### src/rtl/chunked_adder.sv
// Multi-cycle ripple adder: adds two WIDTH-bit operands CHUNK bits per clock with a registered inter-chunk carry.
// Optional subtract mode is enabled by defining CHUNKED_ADDER_SUBTRACT_EN (adds the 'sub' input).
module chunked_adder #(
  parameter int WIDTH = 32,
  parameter int CHUNK = 8
) (
  input  logic             clk,
  input  logic             reset_n,
  input  logic             in_valid,
  output logic             in_ready,
  input  logic [WIDTH-1:0] a,
  input  logic [WIDTH-1:0] b,
  input  logic             carryin,
`ifdef CHUNKED_ADDER_SUBTRACT_EN
  input  logic             sub,
`endif
  output logic             out_valid,
  input  logic             out_ready,
  output logic [WIDTH-1:0] sum,
  output logic             carryout,
  output logic             overflow
);

  localparam int NCHUNK = WIDTH / CHUNK;
  localparam int CW     = (NCHUNK > 1) ? $clog2(NCHUNK) : 1;
  localparam logic [CW-1:0] LAST = CW'(NCHUNK - 1);

  localparam logic [1:0] IDLE = 2'd0;
  localparam logic [1:0] RUN  = 2'd1;
  localparam logic [1:0] DONE = 2'd2;

  logic [1:0]       state_reg;
  logic [CW-1:0]    cnt_reg;
  logic             carry_reg;
  logic [WIDTH-1:0] a_reg;
  logic [WIDTH-1:0] b_reg;
  logic [WIDTH-1:0] sum_reg;
  logic             carryout_reg;
  logic             overflow_reg;

  logic [WIDTH-1:0] b_next;
  logic             carry_next;

  logic [CHUNK-1:0] chunk_a;
  logic [CHUNK-1:0] chunk_b;
  logic [CHUNK-1:0] chunk_s;
  logic [CHUNK:0]   chunk_total;
  logic             chunk_cout;
  logic             msb_cin;
  int               base;

  // Subtraction is folded into the operand capture: a - b = a + ~b + 1.
  always_comb begin
    b_next     = b;
    carry_next = carryin;
`ifdef CHUNKED_ADDER_SUBTRACT_EN
    if (sub) begin
      b_next     = ~b;
      carry_next = 1'b1;
    end
`endif
  end

  always_comb begin
    base        = int'(cnt_reg) * CHUNK;
    chunk_a     = a_reg[base +: CHUNK];
    chunk_b     = b_reg[base +: CHUNK];
    chunk_total = {1'b0, chunk_a} + {1'b0, chunk_b} + {{CHUNK{1'b0}}, carry_reg};
    chunk_s     = chunk_total[CHUNK-1:0];
    chunk_cout  = chunk_total[CHUNK];
    // Carry into the chunk MSB recovered from the MSB sum bit, so CHUNK=1 needs no special case.
    msb_cin     = chunk_a[CHUNK-1] ^ chunk_b[CHUNK-1] ^ chunk_s[CHUNK-1];
  end

  always_ff @(posedge clk or negedge reset_n) begin
    if (!reset_n) begin
      state_reg    <= IDLE;
      cnt_reg      <= '0;
      carry_reg    <= 1'b0;
      a_reg        <= '0;
      b_reg        <= '0;
      sum_reg      <= '0;
      carryout_reg <= 1'b0;
      overflow_reg <= 1'b0;
    end else begin
      case (state_reg)
        IDLE: begin
          if (in_valid) begin
            a_reg     <= a;
            b_reg     <= b_next;
            carry_reg <= carry_next;
            cnt_reg   <= '0;
            state_reg <= RUN;
          end
        end
        RUN: begin
          sum_reg[base +: CHUNK] <= chunk_s;
          carry_reg              <= chunk_cout;
          if (cnt_reg == LAST) begin
            carryout_reg <= chunk_cout;
            overflow_reg <= chunk_cout ^ msb_cin;
            state_reg    <= DONE;
          end else begin
            cnt_reg <= cnt_reg + 1'b1;
          end
        end
        DONE: begin
          if (out_ready) begin
            state_reg <= IDLE;
          end
        end
        default: state_reg <= IDLE;
      endcase
    end
  end

  assign in_ready  = (state_reg == IDLE);
  assign out_valid = (state_reg == DONE);
  assign sum       = sum_reg;
  assign carryout  = carryout_reg;
  assign overflow  = overflow_reg;

endmodule

### config.mk
export PLATFORM = sky130hd
export DESIGN_NAME = chunked_adder
export DESIGN_NICKNAME = d
export VERILOG_FILES = /design/src/rtl/chunked_adder.sv
export SDC_FILE = /design/constraint.sdc
export NUM_CORES = 1
export LEC_CHECK = 0
export CAP_MARGIN = 30
export CORE_MARGIN = 2
export CORE_UTILIZATION = 40
export DETAILED_ROUTE_END_ITERATION = 8
export PLACE_DENSITY_LB_ADDON = 0.3
export SKIP_CTS_REPAIR_TIMING = 1
export SLEW_MARGIN = 0
export SYNTH_ARGS = -nofsm -noshare
export SYNTH_HDL_FRONTEND = slang
export SYNTH_SLANG_ARGS = --single-unit
export TNS_END_PERCENT = 20
### constraint.sdc
create_clock -name clk -period 9.35 [get_ports clk]
set_input_delay 1.4025 -clock clk [delete_from_list [all_inputs] [get_ports clk]]
set_output_delay 1.4025 -clock clk [all_outputs]
set_load 0.02 [all_outputs]
; Word level (Yosys, flattened, before mapping)
; Index checks and enable logic that the tools add are counted.
[classes]
addsub = 4
eq_ne = 7
shift = 4
mux = 10
bitwise_logic = 3
n_reduce_logical = 7
[op_table]
columns = cell, n
row1 = variable part select 32 x 6 -> 8 bit, 2
row2 = negation 5 -> 33 bit, 1
row3 = variable shift 8 x 33 -> 32 bit (first input constant), 1
row4 = variable part select 8 x 33 -> 32 bit, 1
row5 = bitwise mux 32 bit, 1
row6 = two-way mux 2 bit, 5
row7 = adder 8 x 8 -> 9 bit, 1
row8 = adder 9 x 1 -> 9 bit, 1
row9 = != test 2 bit (second input constant), 3
row10 = one-hot mux 2 bit (3 select lines), 1
row11 = AND reduction 2 bit, 3
row12 = AND reduction 3 bit, 2
row13 = equality test 2 bit (second input constant), 2
row14 = one-hot mux 2 bit (2 select lines), 1
row15 = bitwise XOR 1 bit, 3
row16 = adder 2 x 1 -> 2 bit (second input constant), 1
row17 = equality test 2 x 1 -> 1 bit (second input constant), 1
row18 = logical NOT 2 bit, 1
row19 = != test 2 x 1 -> 1 bit (second input constant), 1
row20 = one-hot mux 1 bit (2 select lines), 1
row21 = nonzero test 2 bit, 1
row22 = two-way mux 1 bit, 1
[totals]
ff_bits = 103
input_bits = 69
output_inout_bits = 36
wordCells = 43

; Longest topological paths before layout
; Gate-level depths: netlist (run 1).
[depth]
ltp_word = 5
mapped_depth = 10
mapped_depth_nobuf = 8

; Least setup slack after synthesis (run 1)
; OpenSTA, ideal clock, no wires.
[synth_timing]
kind = reg2reg
startpoint = register cnt_reg[0]
endpoint = register overflow_reg (netlist: overflow)
setup_ps = 128
arrival_time_ps = 3022
t_required_ps = 9222
setup_slack_ps = 6201
stages_incl_launch_ff = 11
path_buffers = 2
period_less_slack_ps = 3149
path_cell_list = dfrtp_1 buf_4 buf_4 mux4_2 fa_1 fa_1 a211oi_1 o211ai_1 a21oi_2 xnor2_1 o21ai_0
[synth_via]
elab_chain_len = 5
word_cells_on_any_way = 9
classes_between = add/sub (2) / eq/ne (1) / shift (2) / bitwise (3) / reduce/logical (1)
[synth_lines]
columns = item, line_no
row1 = start: declaration, 33  ; logic [CW-1:0] cnt_reg;
row2 = start signal: assignment, 104  ; cnt_reg <= cnt_reg + 1'b1;
row3 = variable part select 32 x 6 -> 8 bit (on tied branches), "66, 67"
row4 = adder 8 x 8 -> 9 bit, 68  ; chunk_total = {1'b0, chunk_a} + {1'b0, chunk_b} + {{CHUNK{1'b0}}, carry_reg};
row5 = adder 9 x 1 -> 9 bit, 68
row6 = bitwise XOR 1 bit, 72  ; msb_cin = chunk_a[CHUNK-1] ^ chunk_b[CHUNK-1] ^ chunk_s[CHUNK-1];
row7 = bitwise XOR 1 bit, 101  ; overflow_reg <= chunk_cout ^ msb_cin;
row8 = end signal: assignment, 101
row9 = end: declaration, 39  ; logic overflow_reg;
; Parallel ways exist; a longest one is shown, timed or not.
; A chain may end at the register's enable or synchronous reset.

; Worst setup path in the final report (run 1)
[layout_timing]
startpoint = register cnt_reg[1]
endpoint = register sum_reg[14] (netlist: sum[14])
[layout_via]
elab_chain_len = 5
word_cells_on_any_way = 8
classes_between = add/sub (3) / shift (4) / mux (1)
[layout_lines]
columns = item, line_no
row1 = variable part select 32 x 6 -> 8 bit (on tied branches), "66, 67"
row2 = adder 8 x 8 -> 9 bit, 68
row3 = adder 9 x 1 -> 9 bit, 68
row4 = variable part select 8 x 33 -> 32 bit, 97  ; sum_reg[base +: CHUNK] <= chunk_s;
row5 = bitwise mux 32 bit (*), 97
row6 = end signal: indexed assignment, 97
row7 = end: declaration, 37  ; logic [WIDTH-1:0] sum_reg;
; Mark *: on every way between the ends. The rest lies on a longest branch, timed or not.

==> summary.md, run 1 <==
| Metric | Value |
|---|---|
| Cell area after synthesis | `about 0.0047 mm^2` |
| # nets final | `~490` |
| Largest family of logic cells by synthesized area | `multiplexers` |
| Die width | `112.2 um` |
| Fmax achieved | `0.3000 GHz` |
| Gpl congestion | `~0.76` |
| Initial antenna violation count | `0` |
| Post-route ant nets | `0` |
| Dpl hpwl | `7505 um` |
| TNS Setup | `0 ns` |
| Synth Area in Compound Gates | `9.599%` |
| Pin count of the biggest net entering global routing | `76` |
| Reg-to-Reg End | `sum[14]` |
| RSZ-0062 raised after global routing | `no` |
| Rel. slew slack | `approximately two fifths` |
| Post-Syn Instances | `301` |
| Number of buffers created by CTS | `9` |
| H-tree Lvls | `3` |
| Fin crit period | `3.333 ns` |
| Vias in the first global route | `3,089` |
| Synth Area in Simple Gates | `4.332%` |
| Clock Path Buffers | `2` |
| Routed wire length per instance | `18.06 um` |
| Clock skew | `roughly 0.0052 ns` |
| Post-synthesis mux area share | `23.34%` |
| Worst setup EP type | `flop` |
| Post-synth net total | `between 300 and 400` |
| Iter 0 DRT Violations | `100` |
| Crit path from | `cnt_reg[1]` |
| Die height | `112.2 um` |
| VDD IR max | `0.0002733 V` |
| 1st-pass router iterations | `4` |
| Core Footprint | `0.01142 mm^2` |
| # Max-Cap Violations | `0` |
| Initial core utilization | `between 40% and 50%` |
| Crit start category | `flop` |
| Worst Hold Endpoint | `a_reg[8]` |
| Area delta synth->final | `32.03%` |
| DRC viols | `0` |
| TritonCTS Sinks | `103` |
| Pleak | `2.570 nW` |
| Clock root buffer master | `clkbuf_16` |
| IO buf count | `roughly 100` |
| Hold Crit Depth | `1` |
| Clock slew seen by the registers of the worst setup and hold paths | `0.07 ns` |
| Via density | `5.276` |
| Cell row count | `39` |
| Pwr Total | `2.619 mW` |
| First-pass GRT wire length | `16,250 um` |
| Worst Path Max Fanout | `20` |
| Via count | `2,928` |
| Setup CP Type | `flop to flop` |
| Final hold violations | `0` |
| Unique masters post-synth | `32` |
| Worst reg2reg startpoint | `cnt_reg[1]` |
| Critical path data arrival time | `3.61 ns` |
| Status | `completed` |
| R2R depth | `7` |
| Hold crit path type | `flop to flop` |
| CP required | `9.63 ns` |
| Die area | `0.01258 mm^2` |
| YS warnings | `0` |
| Remaining Overflow, GRT | `0` |
| Fin crit share | `35.64%` |
| Adder-cell area share of the yosys netlist | `4.332%` |
| Num ports | `~110` |
| Hold_sp | `a_reg[8]` |
| Ant diodes | `0` |
| Clk_lat worst skew | `0.34 ns` |
| Layout cell share with drive strength beyond 1 | `28.16%` |
| WL final | `10,020 um` |
| Reg2Reg Setup Slack | `6.02 ns` |
| CTS tree | `yes` |
| Worst Tran Pin Value | `0.8756 ns` |
| #FFs+latches synth | `103` |
| Sequential fraction of the synthesis area | `55.08%` |
| Syn Area/Cell | `15.55 um^2` |
| Xor and xnor area share after synthesis | `1.310%` |
| GRT Total Usage | `around 17%` |
| Slew Limit Fails | `0` |
| P per Cell Area | `423.9 mW/mm^2` |
| Endpoints failing setup | `0` |
-- cell families (layout without fill, tap and decap cells) --
group	after synthesis	after routing
DFF	103	103
muxes	81	81
AOI/OAI and AO/OA	53	53
and+or+nand+nor	25	25
buffers and inverters	17	128
adders and majority gates	15	15
xor gates and xnor gates	7	7
-- final cells by class --
class | instances | area, um^2
repair buffers | 108 | 1089
clock buffers | 11 | 252.7
flip-flops and latches | 103 | 2577
clock inverters | 5 | 56.30
well taps | 143 | 178.9
multi-input cells | 181 | 2009
fillers | 992 | 5240
inverters | 4 | 15.01
-- report_power, final --
group	internal (mW)	switching [mW]	total, mW
Combinational	0.689	0.758	1.45
Clock	0.222	0.157	0.378
Sequential	0.654	0.140	0.794
-- metrics by stage --
stage / hold slack [ns] / area (um^2) / std cells / util, % / setup slack [ns]
after floorplan: 0.4751 / 4679 / 301 / - / 6.201
after global placement: 0.4856 / 5842 / 538 / 51.16 / 6.044
after detailed placement: 0.4911 / 5842 / 538 / 51.16 / 5.981
after CTS: 0.5062 / 6151 / 554 / 53.87 / 5.978
after global routing: 0.5200 / 6178 / 555 / 54.11 / 5.775
final: 0.5035 / 6178 / 555 / 54.11 / 6.017
-- cell usage in the layout (no fill, tap or decap), types with 2 or more instances in the layout --
cell | synthesis | routed
clkinv_2 | 0 | 2
a21o_1 | 2 | 2
o21ai_0 | 4 | 4
mux4_2 | 16 | 16
xor2_1 | 3 | 3
nor2_1 | 3 | 3
mux2_2 | 65 | 65
clkbuf_8 | 0 | 2
ha_1 | 13 | 13
a211oi_1 | 2 | 2
clkdlybuf4s50_1 | 0 | 103
inv_1 | 4 | 4
a21oi_1 | 4 | 4
o211ai_1 | 2 | 2
a21oi_2 | 2 | 2
nor2b_1 | 5 | 5
clkbuf_16 | 0 | 9
fa_1 | 2 | 2
a22o_1 | 32 | 32
nand2_1 | 7 | 7
nor4b_4 | 3 | 3
xnor2_1 | 4 | 4
dfrtp_1 | 103 | 103
buf_4 | 6 | 4
nand2_2 | 3 | 3
-- worst max-delay path: stages (launching register included) --
cell	delay, ns
dfrtp_1	0.90
mux4_2	0.45
fa_1	0.48
fa_1	0.45
a211oi_1	0.30
o21ai_0	0.15
xor2_1	0.36
a22o_1	0.19
-- how the worst max path moves through the flow --
stage	endpoint	slack [ns]	cells after the start
after global routing	sum[30]	5.78	7
after floorplan	overflow	6.20	10
final	sum[14]	6.02	7
after CTS	sum[14]	5.98	7
after global placement	sum[30]	6.04	7
after detailed placement	sum[14]	5.98	7
-- per-layer routing --
layer | vias to the layer above | share of wire, % | track usage (%) | routed length [um]
li1 | 1353 | - | - | -
met1 | 1469 | 45 | 21.90 | 4545
met2 | 88 | 48 | 26.95 | 4776
met3 | 18 | 5.0 | 3.996 | 501
met4 | 0 | 2.0 | 6.098 | 197
met5 | - | 0 | 0 | 0
-- Yosys cell counts --
cell type | number | area (um^2)
buf_2 | 6 | 30.03
dfrtp_1 | 103 | 2577
xor2_1 | 3 | 26.28
clkbuf_1 | 1 | 3.750
ha_1 | 13 | 162.7
nand2_1 | 7 | 26.28
buf_4 | 6 | 45.04
nor2b_1 | 5 | 31.28
xnor2_1 | 4 | 35.03
a21o_1 | 2 | 15.01
fa_1 | 2 | 40.04
a2111oi_4 | 1 | 27.53
a211oi_1 | 2 | 15.01
a21oi_2 | 2 | 17.52
nor3_2 | 1 | 10.01
nand2_2 | 3 | 18.77
o211ai_1 | 2 | 15.01
a211oi_2 | 1 | 12.51
mux4_2 | 16 | 360.4
o22ai_1 | 1 | 6.260
o21a_1 | 1 | 7.510
nor4b_4 | 3 | 71.32
nand2b_1 | 1 | 6.260
o21ai_0 | 4 | 20.02
nor2_1 | 3 | 11.26
a22o_1 | 32 | 280.3
nor4_4 | 1 | 21.27
and2_1 | 1 | 6.260
a21oi_1 | 4 | 20.02
inv_1 | 4 | 15.01
o211ai_2 | 1 | 12.51
mux2_2 | 65 | 732.0
Note: power is estimated with default switching activity, not from simulation.
==> run 2, diff against run 1 <==
==> constraint.sdc (replaced) <==
create_clock -name clk -period 2.9 [get_ports clk]
set_input_delay 0.435 -clock clk [delete_from_list [all_inputs] [get_ports clk]]
set_output_delay 0.435 -clock clk [all_outputs]
set_load 0.02 [all_outputs]
==> summary.md, run 2 (synthesis results as in run 1) <==
| Metric | Value |
|---|---|
| Commonest non-fill, non-tap cell in the layout | `clkdlybuf4s50_1` |
| Setup CP Type | `flop to flop` |
| TritonCTS Sinks | `103` |
| Hold_ws | `about 0.13 ns` |
| Final worst slack | `roughly 0.20 ns` |
| Fmax achieved | `0.3706 GHz` |
| Most frequent cells in the layout | `103 x clkdlybuf4s50_1, 102 x dfrtp_1, 65 x mux2_2, 32 x a22o_1, 16 x mux4_2` |
| Fin crit period | `2.699 ns` |
| CP required | `3.18 ns` |
| WL final | `between 10,000 and 15,000 um` |
| Die width | `112.2 um` |
| # nets final | `494` |
| First-pass GRT wire length | `16,260 um` |
| WL met1 | `4493 um` |
| Post-route ant nets | `0` |
| Final hold violations | `0` |
| Number of buffers created by CTS | `9` |
| Ant diodes | `0` |
| Setup crit end | `sum[30]` |
| Cell row count | `39` |
| VDD IR max | `0.0007206 V` |
| Top Metal Used | `met4` |
| Num ports | `105` |
| DRC viols | `0` |
| Slew Limit Fails | `0` |
| Reg-to-Reg End | `sum[30]` |
| TNS Setup | `0 ns` |
| Clk_lat worst skew | `between 0.3 and 0.4 ns` |
| Max incr delay on CP | `approximately 0.54 ns` |
| CP cell instances | `mux4_2 -> fa_2 -> fa_2 -> a211oi_2 -> o21ai_0 -> xor2_1 -> a22o_1` |
| IO buf count | `104` |
| Vias in the first global route | `~3,100` |
| P per Cell Area | `1372 mW/mm^2` |
| Worst reg2reg startpoint | `cnt_reg[0]` |
| Fin crit share | `between 90 and 100%` |
| DR WL met2 | `between 4000 and 5000 um` |
| RSZ-0062 raised after global routing | `no` |
| 1st-pass router iterations | `4` |
| Crit start category | `flop` |
| Met3 routed WL | `516 um` |
| Die area | `approximately 0.013 mm^2` |
| Iter 0 DRT Violations | `121` |
| GRT Total Usage | `16.72%` |
| # Max-Cap Violations | `0` |
| Pin count of the biggest net entering global routing | `69` |
| Critical path data arrival time | `2.98 ns` |
| Reg2Reg Setup Slack | `approximately 0.20 ns` |
| Worst setup EP type | `flop` |
| Endpoints failing setup | `0` |
| Post-Place Worst Slack | `0.1938 ns` |
| Dpl hpwl | `between 7000 and 8000 um` |
| H-tree Lvls | `3` |
| Crit path from | `cnt_reg[0]` |
| Pleak | `2.583 nW` |
| Routed wire length per instance | `18.12 um` |
| Via density | `5.195` |
| Core Footprint | `0.01142 mm^2` |
| CP max stage cell | `mux4_2` |
| R2R depth | `7` |
| Gpl congestion | `0.7660` |
| Initial antenna violation count | `0` |
| Clock root buffer master | `clkbuf_16` |
| Clock skew | `0.01016 ns` |
| Worst Path Max Fanout | `4` |
| Die height | `112.2 um` |
| Most used cell along the critical path | `fa_2` |
| Remaining Overflow, GRT | `0` |
| Layout cell share with drive strength beyond 1 | `between 20% and 30%` |
| Status | `completed` |
| Clock Path Buffers | `2` |
| Area delta synth->final | `32.78%` |
| Rel. slew slack | `51.55%` |
| Core Util, Final | `54.42%` |
| Via count | `2,899` |
| Initial core utilization | `between 40% and 50%` |
| CTS tree | `yes` |
| Worst Tran Pin Value | `slightly above 0.7 ns` |
| Clock slew seen by the registers of the worst setup and hold paths | `around 0.070 ns` |
| Hold crit path type | `primary input to async pin` |
==> run 2: changes by cell type in the layout (fill, tap and decap cells not counted), sizes merged <==
cell	previous run	this run
buf	5	8
inv	4	6
bufinv	1	0
clkinvlp	1	0
==> run 2: report_power, final <==
part | leakage [nW] | switching [mW] | total (mW) | internal, mW
sequential | 1.28 | 0.393 | 2.50 | 2.11
clock | 0.146 | 0.550 | 1.19 | 0.637
combinational | 1.16 | 2.51 | 4.83 | 2.32
==> run 2: worst min path at each step <==
stage	start	to	slack (ns)
after floorplan	reset_n	a_reg[0]	0.14
after global placement	b_reg[3]	b_reg[3]	0.49
after global routing	reset_n	sum[17]	0.19
final	reset_n	sum[17]	0.13
after CTS	reset_n	sum[18]	0.17
after detailed placement	b_reg[19]	b_reg[19]	0.49
==> run 2: final cells by class <==
| cell class | count | area, um^2 |
|---|---|---|
| inverter | 4 | 15.01 |
| multi-input combinational | 181 | 2019 |
| clock buffer | 11 | 252.7 |
| clock inverter | 5 | 40.04 |
| timing repair buffer | 111 | 1129 |
| tap | 143 | 178.9 |
| fill | 985 | 5205 |
| sequential | 103 | 2579 |
==> run 2: stage by stage <==
stage / cell area, um^2 / total power, mW / instances
after global routing: 6213 / 9.089 / 558
after floorplan: 4697 / 5.941 / 301
final: 6213 / 8.523 / 558
after global placement: 5921 / 7.300 / 542
after detailed placement: 5921 / 7.434 / 542
after CTS: 6213 / 8.602 / 558
==> run 2: routing by layer <==
metal | track usage [%] | up-vias
li1 | - | 1355
met1 | 22.03 | 1447
met2 | 27.99 | 86
met3 | 3.780 | 11
met4 | 4.878 | 0
met5 | 0 | -
==> run 2: critical path: cells and delay by family (launching register included) <==
| family | cells | cell delay [ns] |
|---|---|---|
| adder cells (fa/ha/maj) | 2 | 0.79 |
| multiplexers | 1 | 0.54 |
| AO/OA/AOI/OAI | 3 | 0.54 |
| flip-flops | 1 | 0.43 |
| XOR/XNOR | 1 | 0.33 |
==> run 3, diff against run 2 <==
--- a/config.mk
+++ b/config.mk
@@ -6,8 +6,9 @@
 export NUM_CORES = 1
 export LEC_CHECK = 0
 export CAP_MARGIN = 30
-export CORE_MARGIN = 2
-export CORE_UTILIZATION = 40
+export CELL_PAD_IN_SITES_DETAIL_PLACEMENT = 0
+export CELL_PAD_IN_SITES_GLOBAL_PLACEMENT = 1
+export CORE_UTILIZATION = 37
 export DETAILED_ROUTE_END_ITERATION = 8
 export PLACE_DENSITY_LB_ADDON = 0.3
 export SKIP_CTS_REPAIR_TIMING = 1
==> summary.md, run 3 (synthesis results as in run 1) <==
| Metric | Value |
|---|---|
| P per Cell Area | `1386 mW/mm^2` |
| Core Footprint | `0.01216 mm^2` |
| IO buf count | `104` |
| Rel. slew slack | `49.24%` |
| CP top delay family | `adder cells` |
| Routed wire length per instance | `18.23 um` |
| Dpl cell area | `0.005966 mm^2` |
| Area delta synth->final | `33.85%` |
| Die width | `114.5 um` |
| Worst Path Max Fanout | `4` |
| Post-route ant nets | `0` |
| CTS tree | `yes` |
| Fin crit period | `2.767 ns` |
| Clock skew | `0.007806 ns` |
| Iter 0 DRT Violations | `116` |
| Commonest non-fill, non-tap cell in the layout | `clkdlybuf4s50_1` |
| # nets final | `498` |
| Pin count of the biggest net entering global routing | `60` |
| CP max stage cell | `mux4_2` |
| Worst reg2reg startpoint | `cnt_reg[0]` |
| Gpl congestion | `0.7905` |
| Reg2Reg Setup Slack | `0.13 ns` |
| DRC viols | `0` |
| Ant diodes | `0` |
| Number of buffers created by CTS | `9` |
| Die area | `0.01310 mm^2` |
| First-pass GRT wire length | `17,320 um` |
| Clk_lat worst skew | `0.34 ns` |
| Clock root buffer master | `clkbuf_16` |
| Crit start category | `flop` |
| Final instance area | `0.006264 mm^2` |
| Worst Tran Pin Value | `0.7614 ns` |
| Clock Path Buffers | `2` |
| TritonCTS Sinks | `103` |
| WL final | `10,700 um` |
| Slew Limit Fails | `0` |
| Initial core utilization | `38.48%` |
| H-tree Lvls | `3` |
| Fmax achieved | `~0.36 GHz` |
| # Max-Cap Violations | `0` |
| Pwr Total | `8.681 mW` |
| Setup CP Type | `flop to flop` |
| Num ports | `105` |
| Remaining Overflow, GRT | `0` |
| Hold_ws | `approximately 0.17 ns` |
| Endpoints failing setup | `0` |
| Most used cell along the critical path | `fa_2` |
| RSZ-0062 raised after global routing | `yes` |
| Fin crit share | `95.42%` |
| Initial antenna violation count | `0` |
| Final hold violations | `0` |
| Core Util, Final | `between 50% and 60%` |
| Reg-to-Reg End | `sum[22]` |
| GRT Total Usage | `17.64%` |
| Via count | `2,965` |
| Dpl cells | `569` |
| 1st-pass router iterations | `4` |
| Layout cell share with drive strength beyond 1 | `30.07%` |
| Worst setup EP type | `flop` |
| Die height | `114.5 um` |
| Pleak | `2.583 nW` |
| Clock slew seen by the registers of the worst setup and hold paths | `0.07 ns` |
| Via density | `5.051` |
| Status | `completed` |
| Cell row count | `40` |
| Dpl hpwl | `8060 um` |
| Max incr delay on CP | `0.54 ns` |
| Most frequent cells in the layout | `103 x clkdlybuf4s50_1, 102 x dfrtp_1, 65 x mux2_2, 32 x a22o_1, 16 x mux4_2` |
| VDD IR max | `0.0007896 V` |
| Hold crit path type | `primary input to async pin` |
| Count of non-filler cells in the finished layout | `587` |
| WP buf/inv | `1` |
| CP cell instances | `mux4_2 -> fa_2 -> fa_2 -> a211oi_2 -> o21ai_1 -> xor2_1 -> buf_4 -> a22o_1` |
| CP required | `3.12 ns` |
| Vias in the first global route | `3,163` |
| R2R depth | `8` |
| Critical path data arrival time | `2.99 ns` |
[run 3: worst max-delay path by stage]
stage | from | end | slack, ns | depth (start not counted)
after floorplan | cnt_reg[0] | overflow | 0.009 | 10
after global placement | cnt_reg[0] | sum[6] | 0.13 | 7
after detailed placement | cnt_reg[0] | sum[7] | 0.09 | 8
after CTS | cnt_reg[0] | sum[7] | 0.07 | 8
after global routing | cnt_reg[0] | sum[22] | -0.03 | 8
final | cnt_reg[0] | sum[22] | 0.13 | 8
[run 3: layout make-up]
class                      instances  area [um^2]
inverter                           4        15.01
fill                            1063         5898
tap                              168        210.2
multi-input combinational        181         2019
clock buffer                      10        229.0
clock inverter                     6        45.04
sequential                       103         2579
timing repair buffer             115         1166
[run 3: through the flow]
stage	setup TNS, ns	worst slack [ns]
detailed placement	0	0.09052
CTS	0	0.06863
global placement	0	0.1275
global route	-0.03026	-0.02709
floorplan	0	0.008847
finish	0	0.1329
[run 3: worst reg2reg max path, delay by kind of cell, from the launching register on]
kind	cells	cell delay, ns
adders and majority gates	2	0.80
AOI/OAI and AO/OA	3	0.57
muxes	1	0.54
DFF	1	0.42
xor gates and xnor gates	1	0.17
buffers and inverters	1	0.16
[run 3: routing by layer]
layer  global-route usage (%)  vias to the layer above  wire, um
met4                    5.714                        0       157
met1                    23.37                     1513      4758
li1                         -                     1358         -
met3                    3.282                       11       463
met2                    29.33                       83      5324
met5                        0                        -         0
[run 3: power breakdown]
group | internal (mW) | leakage [nW] | total (mW) | switching (mW)
combinational | 2.44 | 1.18 | 5.01 | 2.57
sequential | 2.11 | 1.28 | 2.54 | 0.423
clock | 0.588 | 0.126 | 1.14 | 0.547
total | 5.14 | 2.58 | 8.68 | 3.54
